### src/rtl/rv_reg_usage_decode_if.sv
// Stage-side bundle for the register-usage decoder: capture controls, instruction in,
// decoded source/destination usage out.
interface rv_reg_usage_decode_if;
    logic        en;
    logic        flush;
    logic [31:0] inst;
    logic [4:0]  rs1;
    logic [4:0]  rs2;
    logic        re1;
    logic        re2;
    logic [4:0]  ws;
    logic        we_bypass;
    logic        we_stall;

    modport master (
        output en, flush, inst,
        input  rs1, rs2, re1, re2, ws, we_bypass, we_stall
    );

    modport slave (
        input  en, flush, inst,
        output rs1, rs2, re1, re2, ws, we_bypass, we_stall
    );
endinterface

### src/rtl/rv_reg_usage_decode.sv
// RV32I register-usage decoder: captures one instruction per enabled edge and decodes
// rs1/rs2/ws usage for hazard logic. Optional macro RV_X0_FILTER_EN masks x0 references.
module rv_reg_usage_decode #(
    parameter int XLEN = 32
) (
    input  logic                   clk,
    input  logic                   rst_n,
    rv_reg_usage_decode_if.slave   bus
);

    localparam logic [XLEN-1:0] NOP_INST = 32'h0000_0013;

    localparam logic [4:0] OP_LOAD   = 5'b00000;
    localparam logic [4:0] OP_IALU   = 5'b00100;
    localparam logic [4:0] OP_AUIPC  = 5'b00101;
    localparam logic [4:0] OP_STORE  = 5'b01000;
    localparam logic [4:0] OP_R      = 5'b01100;
    localparam logic [4:0] OP_LUI    = 5'b01101;
    localparam logic [4:0] OP_BRANCH = 5'b11000;
    localparam logic [4:0] OP_JALR   = 5'b11001;
    localparam logic [4:0] OP_JAL    = 5'b11011;

    logic [XLEN-1:0] inst_p1;
    logic            unused_hi;

    function automatic logic reads_rs1(input logic [4:0] op);
        return (op == OP_R) || (op == OP_IALU) || (op == OP_LOAD) ||
               (op == OP_STORE) || (op == OP_BRANCH) || (op == OP_JALR);
    endfunction

    function automatic logic reads_rs2(input logic [4:0] op);
        return (op == OP_R) || (op == OP_STORE) || (op == OP_BRANCH);
    endfunction

    function automatic logic writes_ws(input logic [4:0] op);
        return (op == OP_R) || (op == OP_IALU) || (op == OP_LOAD) || (op == OP_LUI) ||
               (op == OP_AUIPC) || (op == OP_JAL) || (op == OP_JALR);
    endfunction

    // funct3 011/110/111 are not RV32I loads and so never count as late writers
    function automatic logic is_load(input logic [4:0] op, input logic [2:0] funct3);
        return (op == OP_LOAD) && (funct3 inside {3'b000, 3'b001, 3'b010, 3'b100, 3'b101});
    endfunction

    // Capture stage: flush injects a bubble, en=0 holds
    always_ff @(posedge clk or negedge rst_n) begin
        if (!rst_n) begin
            inst_p1 <= NOP_INST;
        end else if (bus.en) begin
            inst_p1 <= bus.flush ? NOP_INST : bus.inst;
        end
    end

    always_comb begin
        logic [4:0] op;
        logic       valid;
        logic       re1_raw;
        logic       re2_raw;
        logic       wb_raw;
        logic       ws_raw;

        op      = inst_p1[6:2];
        valid   = (inst_p1[1:0] == 2'b11);
        re1_raw = valid && reads_rs1(op);
        re2_raw = valid && reads_rs2(op);
        wb_raw  = valid && writes_ws(op);
        ws_raw  = valid && is_load(op, inst_p1[14:12]);

        bus.rs1 = inst_p1[19:15];
        bus.rs2 = inst_p1[24:20];
        bus.ws  = inst_p1[11:7];
`ifdef RV_X0_FILTER_EN
        bus.re1       = re1_raw && (inst_p1[19:15] != 5'd0);
        bus.re2       = re2_raw && (inst_p1[24:20] != 5'd0);
        bus.we_bypass = wb_raw  && (inst_p1[11:7]  != 5'd0);
        bus.we_stall  = ws_raw  && (inst_p1[11:7]  != 5'd0);
`else
        bus.re1       = re1_raw;
        bus.re2       = re2_raw;
        bus.we_bypass = wb_raw;
        bus.we_stall  = ws_raw;
`endif
    end

    assign unused_hi = &{1'b0, inst_p1[XLEN-1:25]};

endmodule

### src/flat_wrapper.sv
// flat-port wrapper written by rule: the top's interface ports become plain ports
module rv_reg_usage_decode_flat 
#(
    parameter int XLEN = 32
)
  (clk, rst_n, bus_en, bus_flush, bus_inst, bus_rs1, bus_rs2, bus_re1, bus_re2, bus_ws, bus_we_bypass, bus_we_stall);
  rv_reg_usage_decode_if bus_i ();
  input  logic clk;
  input  logic rst_n;
  input wire logic [$bits(bus_i.en)-1:0] bus_en;
  input wire logic [$bits(bus_i.flush)-1:0] bus_flush;
  input wire logic [$bits(bus_i.inst)-1:0] bus_inst;
  output wire logic [$bits(bus_i.rs1)-1:0] bus_rs1;
  output wire logic [$bits(bus_i.rs2)-1:0] bus_rs2;
  output wire logic [$bits(bus_i.re1)-1:0] bus_re1;
  output wire logic [$bits(bus_i.re2)-1:0] bus_re2;
  output wire logic [$bits(bus_i.ws)-1:0] bus_ws;
  output wire logic [$bits(bus_i.we_bypass)-1:0] bus_we_bypass;
  output wire logic [$bits(bus_i.we_stall)-1:0] bus_we_stall;
  assign bus_i.en = bus_en;
  assign bus_i.flush = bus_flush;
  assign bus_i.inst = bus_inst;
  assign bus_rs1 = bus_i.rs1;
  assign bus_rs2 = bus_i.rs2;
  assign bus_re1 = bus_i.re1;
  assign bus_re2 = bus_i.re2;
  assign bus_ws = bus_i.ws;
  assign bus_we_bypass = bus_i.we_bypass;
  assign bus_we_stall = bus_i.we_stall;
  rv_reg_usage_decode #(.XLEN(XLEN)) u_core (.clk(clk), .rst_n(rst_n), .bus(bus_i));
endmodule
### config.mk
export PLATFORM = sky130hd
export DESIGN_NAME = rv_reg_usage_decode_flat
export DESIGN_NICKNAME = d
export VERILOG_FILES = /design/src/rtl/rv_reg_usage_decode_if.sv /design/src/rtl/rv_reg_usage_decode.sv /design/src/flat_wrapper.sv
export SDC_FILE = /design/constraint.sdc
export NUM_CORES = 1
export LEC_CHECK = 0
export ABC_AREA = 1
export CAP_MARGIN = 40
export CORE_MARGIN = 3
export CORE_UTILIZATION = 30
export CTS_CLUSTER_DIAMETER = 30
export CTS_CLUSTER_SIZE = 20
export DETAILED_ROUTE_END_ITERATION = 10
export HOLD_SLACK_MARGIN = 0.12
export PLACE_DENSITY_LB_ADDON = 0.3
export SYNTH_ARGS = -nofsm -noshare
export SYNTH_HDL_FRONTEND = slang
export SYNTH_SLANG_ARGS = --single-unit
### constraint.sdc
create_clock -name clk -period 1.24 [get_ports clk]
set_input_delay 0.248 -clock clk [delete_from_list [all_inputs] [get_ports clk]]
set_output_delay 0.248 -clock clk [all_outputs]
set_load 0.05 [all_outputs]
==> results.json, run 1 <==
{
  "cts_made_buffers": 3,
  "dp_hpwl_mm": 2.09,
  "finalWorstSetupSlack_ps": -352,
  "initial_core_util_pct": 32.5,
  "crit_path_end_kind": "output pin",
  "htreeDepth": 1,
  "setup_viol": 4,
  "slew_viol_final": 0,
  "grt_pass1_vias": 1032,
  "clk_pin_slew_ps": 90,
  "r2r-end": "u_core.inst_p1[4]",
  "syn_area_per_cell_sq_um": 11.0,
  "syn_inst": 103,
  "largest_reg_flops": 25,
  "status": "finished, violations left",
  "grt_pass1_wl_mm": 4.41,
  "synth.area.top_cells": "dfrtp_1 (48%), a22o_1 (12%), buf_4 (9.9%)",
  "area_delta_synth_final_pct": 73.6,
  "n_antenna_cell": 0,
  "firstDrtPassIters": 4,
  "top_register": "u_core.inst_p1",
  "fin_skew_ps": 0,
  "antenna_found_initial": 0,
  "p_leak_nw": 0.875,
  "critPathKind": "flop to output pin",
  "path_cells": "nor2_4 > o211ai_1 > a21oi_4 > buf_12",
  "avgRoutedWirePerCell_um": 13.4,
  "power.density_mw_per_mm2": 1090,
  "reg_top3": "u_core.inst_p1 x25",
  "ys_seq_elements": 25,
  "cp-start-kind": "flop",
  "async_flop_share_pct": 100,
  "finalInstanceArea_sq_mm": 0.00197,
  "ant_nets": 0,
  "rows": 21,
  "ir_drop_uv": 398,
  "synth_top_area_share_pct": 48.4,
  "maxCapViolations": 0,
  "synthSimpleGateAreaFrac_pct": 8.80,
  "fp.coreArea_sq_mm": 0.00349,
  "synthAdderAreaFrac_pct": 0,
  "ctsLongestPathBuffers": 2,
  "drc": 0,
  "slowest_stage": "dfrtp_1",
  "io_buffers": 47,
  "die-area_sq_mm": 0.00457,
  "p_total_mw": 2.16,
  "clk_latency_ps": 260,
  "via_per_inst": 4.60,
  "regToRegSetupSlack_ps": 160,
  "r2r_start": "u_core.inst_p1[4]",
  "final_hold_viol_count": 0,
  "die_x_um": 67.6,
  "synth_top_family_by_area": "compound AO/OA/AOI/OAI gates",
  "layout_worst_path_cycle_share_pct": 128,
  "clock.fmax_mhz": 628,
  "cts_hold_buf": 0,
  "vias": 902,
  "worstMarginPinSlew_ps": 279,
  "pin_count": 55,
  "grt_overflow": 0,
  "rsz0062_at_grt": "yes",
  "cts_tree": "done",
  "critPathMaxFanout": 3,
  "synth-compound-area-share_pct": 19.4,
  "post-route-min-period_ps": 1590,
  "yosysSeqAreaShare_pct": 55.3,
  "critPathArrivalTime_ps": 1340,
  "slew_headroom_pct": 81.3,
  "synth_xor_area_share_pct": 0,
  "cp.required_ps": 990,
  "synth_nets": 139,
  "cts-root-buf": "clkbuf_8",
  "synthesis.area_sq_mm": 0.00114,
  "drive_gt1_share_pct": 35.3,
  "pre_cts_slack_ps": -135,
  "fillers": 295,
  "violations": "setup timing",
  "synthDistinctLibCells": 20,
  "routed_wl_mm": 2.63,
  "grt_usage_pct": 12.4,
  "r2r_cells": 4,
  "hold_class": "input port to async pin",
  "cpPeakStageDelay_ps": 440,
  "die_y_um": 67.6,
  "gp_congestion": 0.881,
  "grt_max_degree": 26,
  "layout.nets": 187,
  "synthFlopType": "dfrtp_1",
  "cts.sinks": 25,
  "postPlaceCellArea_sq_mm": 0.00190,
  "drt_iter0_markers": 24,
  "synth_edf_count": 0,
  "muxShareOfSynthArea_pct": 0,
  "ys_warn_count": 0,
  "yosys.area.top_type": "dfrtp_1"
}
where the power goes:
part	internal (mW)	total, mW	leakage (nW)	switching (mW)
Clock	0.224	0.453	0.0255	0.230
Combinational	0.399	0.757	0.532	0.358
Sequential	0.884	0.950	0.318	0.0654
Total	1.51	2.16	0.875	0.653
stage by stage:
| step | std cells | hold WS [ps] | utilization [%] | setup TNS (ps) |
|---|---|---|---|---|
| final | 196 | 333 | 56.5 | -1330 |
| after global routing | 196 | 342 | 56.5 | -1610 |
| after CTS | 196 | 341 | 56.2 | -1350 |
| after detailed placement | 191 | 537 | 54.4 | -3150 |
| after global placement | 191 | 502 | 54.4 | -3060 |
| after floorplan | 103 | -47.6 | - | -393 |
worst max-delay path by stage:
stage | start | end | depth (start not counted)
6_report | u_core.inst_p1[2] | bus_we_bypass | 4
3_5_place_dp | bus_en | u_core.inst_p1[2] | 5
2_1_floorplan | u_core.inst_p1[2] | bus_re1 | 3
5_1_grt | u_core.inst_p1[3] | bus_we_bypass | 6
4_1_cts | u_core.inst_p1[2] | bus_we_stall | 4
3_3_place_gp | bus_en | u_core.inst_p1[9] | 5
logic make-up (layout without fill, tap and decap cells):
logic type / Yosys count / after routing
compound gates: 30 / 30
buf+inv: 28 / 75
flops: 25 / 25
simple gates: 20 / 20
cell usage after synthesis, types with 2 or more instances:
master	instances
nand2_1	11
dfstp_2	3
nor3_1	2
nand4_1	2
o22a_1	2
inv_1	7
buf_4	15
o21ai_0	6
a22o_1	16
a21oi_1	4
dfrtp_1	22
buf_6	3
nor2_1	3
per-layer routing:
metal	track usage (%)	vias up	part of all wire, %
li1	-	434	-
met1	14.7	429	43
met2	23.0	37	50
met3	2.33	2	7.0
met4	2.78	0	0.53
met5	0	-	0
placed cells by master (no fill, tap or decap):
cell             instances
dfrtp_1                 22
inv_2                    2
clkbuf_8                 3
buf_6                    1
nand4_1                  2
a21oi_1                  2
buf_4                   10
a22o_1                  16
a21oi_4                  1
o22a_1                   2
nor2_8                   1
dfstp_2                  3
a21oi_2                  1
nand2_1                  8
inv_1                    6
nand3_1                  1
clkinv_2                 1
o21ai_0                  5
inv_4                    1
o211ai_1                 1
nor3_4                   2
o21ai_1                  2
buf_12                  23
nand2_4                  1
clkdlybuf4s50_1         28
nand2_2                  2
nor2_1                   2
nor2_4                   1
area by class of cell:
cell class / count / area, sq um / area share (%)
Clock buffer: 3 / 41.3 / 2.09
Multi-Input combinational cell: 50 / 378 / 19.1
Timing Repair Buffer: 62 / 827 / 41.9
Tap cell: 46 / 57.6 / 2.92
Sequential cell: 25 / 629 / 31.9
Inverter: 9 / 36.3 / 1.84
Clock inverter: 1 / 5.00 / 0.253
timing repair:
action,CTS,global route
buffers inserted,1,0
endpoints found under the hold margin,0,0
gates resized for setup,5,2
cloned,0,0
pin swaps,5,5
setup endpoints to repair,4,4
critical path, delay by kind of cell, from the launching register on:
kind            cells  cell delay, ps
compound gates      2             340
buf+inv             1             150
flops               1             440
simple gates        1             150
(Power assumes the default switching activity.)
==> inputs of run 2 (changes only) <==
--- a/config.mk
+++ b/config.mk
@@ -8,7 +8,7 @@
 export ABC_AREA = 1
 export CAP_MARGIN = 40
 export CORE_MARGIN = 3
-export CORE_UTILIZATION = 30
+export CORE_UTILIZATION = 40
 export CTS_CLUSTER_DIAMETER = 30
 export CTS_CLUSTER_SIZE = 20
 export DETAILED_ROUTE_END_ITERATION = 10
==> results.json, run 2 (synthesis gave the netlist of run 1 again) <==
{
  "cp-start-kind": "flop",
  "io_buffers": 47,
  "layout_worst_path_cycle_share_pct": 140,
  "gp_congestion": 0.805,
  "grt_pass1_wl_mm": 4.49,
  "grt_usage_pct": 17.0,
  "reg_top3": "u_core.inst_p1 x25",
  "critPathArrivalTime_ps": 1490,
  "pin_count": 55,
  "postPlaceCellArea_sq_mm": 0.00187,
  "grt_pass1_vias": 955,
  "firstDrtPassIters": 3,
  "ant_nets": 0,
  "clk_pin_slew_ps": 130,
  "critPathMaxFanout": 2,
  "routed_wl_mm": 2.70,
  "clock.fmax_mhz": 575,
  "violations": "setup timing",
  "p_leak_nw": 0.883,
  "rsz0062_at_grt": "yes",
  "largest_reg_flops": 25,
  "area_delta_synth_final_pct": 72.6,
  "via_per_inst": 5.01,
  "n_antenna_cell": 0,
  "post-route-min-period_ps": 1740,
  "slew_headroom_pct": 79.8,
  "die-area_sq_mm": 0.00352,
  "setup_viol": 4,
  "placed_cells": 175,
  "pre_cts_slack_ps": -197,
  "grt_max_degree": 15,
  "worstMarginPinSlew_ps": 303,
  "cts_tree": "done",
  "grt_overflow": 0,
  "cts_made_buffers": 3,
  "die_x_um": 59.3,
  "drive_gt1_share_pct": 38.3,
  "cts-root-buf": "clkbuf_4",
  "fin_skew_ps": 0,
  "drt_iter0_markers": 12,
  "fillers": 175,
  "finalWorstSetupSlack_ps": -500,
  "status": "finished, violations left",
  "htreeDepth": 1,
  "cp.required_ps": 990,
  "ir_drop_uv": 707,
  "vias": 921,
  "p_total_mw": 2.09,
  "initial_core_util_pct": 43.9,
  "fin_util_pct": 75.8,
  "regToRegSetupSlack_ps": 200,
  "final_hold_viol_count": 0,
  "final_common_cell": "clkdlybuf4s50_1",
  "crit_path_end_kind": "output pin",
  "drc": 0,
  "antenna_found_initial": 0,
  "dp_hpwl_mm": 2.15,
  "multiInputGateArea_sq_um": 380,
  "avgRoutedWirePerCell_um": 14.7,
  "power.density_mw_per_mm2": 1060,
  "maxCapViolations": 0,
  "final_cell_mix": "clkdlybuf4s50_1 (28), buf_12 (22), dfrtp_1 (22), a22o_1 (16), buf_4 (13)",
  "rows": 18,
  "ctsLongestPathBuffers": 2,
  "regArea_sq_um": 629,
  "finalInstanceArea_sq_mm": 0.00196,
  "clk_latency_ps": 310,
  "layout.nets": 191,
  "slew_viol_final": 0,
  "final_cell_count_no_fill": 184,
  "top_register": "u_core.inst_p1",
  "critPathKind": "flop to output pin",
  "hold_class": "input port to async pin",
  "fp.coreArea_sq_mm": 0.00259,
  "die_y_um": 59.3,
  "cts_hold_buf": 0,
  "cts.sinks": 25
}
==> run 2: worst paths after layout <==
path / from / to / depth (start not counted)
setup / recovery: u_core.inst_p1[4] / bus_we_bypass / 6
hold / removal: rst_n / u_core.inst_p1[2] / 1
setup reg to reg: u_core.inst_p1[4] / u_core.inst_p1[4] / 4
hold reg to reg: u_core.inst_p1[14] / u_core.inst_p1[14] / 2
max in group asynchronous: rst_n / u_core.inst_p1[3] / 2
min in group clk: bus_inst[4] / u_core.inst_p1[4] / 3
==> run 2: routing by layer <==
layer | GRT usage [%] | vias to the layer above | part of all wire, % | wire length (um)
met3 | 3.05 | 6 | 6.2 | 168
li1 | - | 443 | - | -
met2 | 29.0 | 27 | 54 | 1460
met5 | 0 | - | 0 | 0
met4 | 5.83 | 0 | 1.5 | 40
met1 | 21.7 | 445 | 38 | 1030
==> run 2: through the flow <==
step	TNS (ps)	hold slack (ps)
after global placement	-2600	493
after floorplan	-393	-47.6
after global routing	-2080	147
after CTS	-1870	149
final	-1860	141
after detailed placement	-3070	502
==> run 2: layout make-up <==
type	instances	share of cell area [%]
clock buffers	3	1.15
repair buffers	66	43.4
flip-flops and latches	25	32.1
well taps	30	1.91
multi-input cells	50	19.4
clock inverters	1	0.255
inverters	9	1.85
==> run 2: power by group <==
part | switching (mW) | internal [mW] | total, mW
Combinational | 0.370 | 0.412 | 0.781
Sequential | 0.0596 | 0.884 | 0.944
Clock | 0.241 | 0.121 | 0.362
Total | 0.670 | 1.42 | 2.09
==> run 2: critical path, stage by stage (launching register included) <==
cell and delay, ps:
dfstp_2 570, buf_6 100, nand2_2 50, nand2_2 80, nand2_2 60, a21oi_4 160
buf_12 150
==> run 2: what timing repair did <==
| item | 4_1_cts | 5_1_grt |
|---|---|---|
| buffers inserted | 5 | 0 |
| gates resized for setup | 5 | 4 |
| pin swaps | 3 | 5 |
| setup endpoints to repair | 4 | 4 |
==> inputs of run 3 (changes only) <==
--- a/config.mk
+++ b/config.mk
@@ -7,6 +7,7 @@
 export LEC_CHECK = 0
 export ABC_AREA = 1
 export CAP_MARGIN = 40
+export CORE_ASPECT_RATIO = 1.1
 export CORE_MARGIN = 3
 export CORE_UTILIZATION = 40
 export CTS_CLUSTER_DIAMETER = 30
==> results.json, run 3 (synthesis gave the netlist of run 1 again) <==
{
  "status": "finished, violations left",
  "violations": "setup timing",
  "rsz0062_at_grt": "yes",
  "grt_pass1_wl_mm": 4.22,
  "vias": 910,
  "crit_path_end_kind": "output pin",
  "drive_gt1_share_pct": 32.2,
  "path_cells": "nor2_2 > nand2_1 > nor3_4 > buf_12",
  "routed_wl_mm": 2.57,
  "io_buffers": 47,
  "cp-start-kind": "flop",
  "power.density_mw_per_mm2": 1080,
  "grt_pass1_vias": 934,
  "slew_viol_final": 0,
  "cts_tree": "done",
  "worstMarginPinSlew_ps": 312,
  "cp.required_ps": 990,
  "layout_worst_path_cycle_share_pct": 134,
  "p_leak_nw": 0.844,
  "clk_latency_ps": 310,
  "firstDrtPassIters": 4,
  "die_x_um": 56.8,
  "avgRoutedWirePerCell_um": 14.5,
  "maxCapViolations": 0,
  "layout.nets": 183,
  "critPathKind": "flop to output pin",
  "via_per_inst": 5.14,
  "cts_hold_buf": 0,
  "pin_count": 55,
  "r2r_cells": 3,
  "htreeDepth": 1,
  "fp.coreArea_sq_mm": 0.00262,
  "slew_headroom_pct": 79.1,
  "rows": 19,
  "ctsLongestPathBuffers": 2,
  "cts_made_buffers": 3,
  "area_delta_synth_final_pct": 66.9,
  "die-area_sq_mm": 0.00352,
  "cts.sinks": 25,
  "dp_hpwl_mm": 2.02,
  "clk_pin_slew_ps": 130,
  "critPathArrivalTime_ps": 1410,
  "fin_util_pct": 72.6,
  "clock.fmax_mhz": 603,
  "slowest_stage": "dfrtp_1",
  "placed_cells": 174,
  "critPathMaxFanout": 3,
  "n_antenna_cell": 0,
  "top_register": "u_core.inst_p1",
  "final_common_cell": "clkdlybuf4s50_1",
  "final_hold_viol_count": 0,
  "post-route-min-period_ps": 1660,
  "regToRegSetupSlack_ps": 310,
  "initial_core_util_pct": 43.5,
  "grt_usage_pct": 15.6,
  "cts-root-buf": "clkbuf_4",
  "gp_congestion": 0.847,
  "finalWorstSetupSlack_ps": -420,
  "die_y_um": 61.9,
  "cpPeakStageDelay_ps": 420,
  "grt_overflow": 0,
  "setup_viol": 4,
  "grt_max_degree": 26,
  "antenna_found_initial": 0,
  "drt_iter0_markers": 10,
  "final_cell_count_no_fill": 177,
  "hold_class": "input port to async pin",
  "fillers": 182,
  "reg_top3": "u_core.inst_p1 x25",
  "largest_reg_flops": 25,
  "r2r_start": "u_core.inst_p1[4]",
  "drc": 0,
  "postCtsSetupBuffers": 0,
  "ir_drop_uv": 880,
  "ant_nets": 0,
  "fin_skew_ps": 0,
  "final_cell_mix": "clkdlybuf4s50_1 (28), buf_12 (23), dfrtp_1 (22), a22o_1 (16), nand2_1 (9)",
  "r2r-end": "u_core.inst_p1[4]"
}
## run 3: cell types whose count changed in the layout (fill, tap and decap cells not counted)
cell | previous run | this run
buf_4 | 13 | 6
buf_6 | 3 | 1
nand2_1 | 7 | 9
nand2_2 | 3 | 1
buf_12 | 22 | 23
clkbuf_1 | 0 | 1
clkinv_2 | 1 | 0
nand3_1 | 0 | 1
nand3_2 | 1 | 0
o21ai_0 | 6 | 5
o21ai_1 | 1 | 2
## run 3: how the worst max path moves through the flow
stage | startpoint | to | cells past startpoint
2_1_floorplan | u_core.inst_p1[2] | bus_re1 | 3
3_3_place_gp | bus_en | u_core.inst_p1[10] | 5
3_5_place_dp | bus_en | u_core.inst_p1[5] | 6
4_1_cts | u_core.inst_p1[2] | bus_we_stall | 4
5_1_grt | u_core.inst_p1[4] | bus_we_bypass | 6
6_report | u_core.inst_p1[2] | bus_we_stall | 4
## run 3: cell type report
| class | count | area [sq um] | share of cell area (%) |
|---|---|---|---|
| Multi-Input combinational cell | 50 | 370 | 19.5 |
| Clock buffer | 4 | 26.3 | 1.38 |
| Timing Repair Buffer | 58 | 797 | 42.0 |
| Sequential cell | 25 | 629 | 33.2 |
| Tap cell | 31 | 38.8 | 2.04 |
| Inverter | 9 | 36.3 | 1.91 |
## run 3: worst max-delay path: cells and delay by family, from the launching register on
family        cells  cell delay, ps
buf+inv           1             160
flops             1             420
simple gates      3             520
## run 3: stage by stage
stage	power [mW]	hold WS, ps	setup slack, ps	area [sq um]	setup TNS, ps
CTS	2.06	282	-430	1900	-1640
global placement	1.69	505	-112	1870	-2650
global route	2.12	281	-480	1900	-1840
detailed placement	1.71	512	-133	1870	-2710
finish	2.04	287	-420	1900	-1580
floorplan	1.33	-47.6	-129	1180	-393
## run 3: metal layers
metal / wire [um] / GRT usage, %
met3: 162 / 3.51
met1: 1070 / 19.4
met4: 19 / 6.29
met5: 0 / 0
met2: 1320 / 26.7
## run 3: what timing repair did
action / 4_1_cts / 5_1_grt
gates resized for setup: 5 / 0
pin swaps: 3 / 3
endpoints found under the setup margin: 4 / 4
## run 3: report_power, final
| part | leakage, nW | internal (mW) | switching [mW] |
|---|---|---|---|
| combinational | 0.511 | 0.387 | 0.356 |
| sequential | 0.318 | 0.884 | 0.0621 |
| clock | 0.0150 | 0.125 | 0.226 |
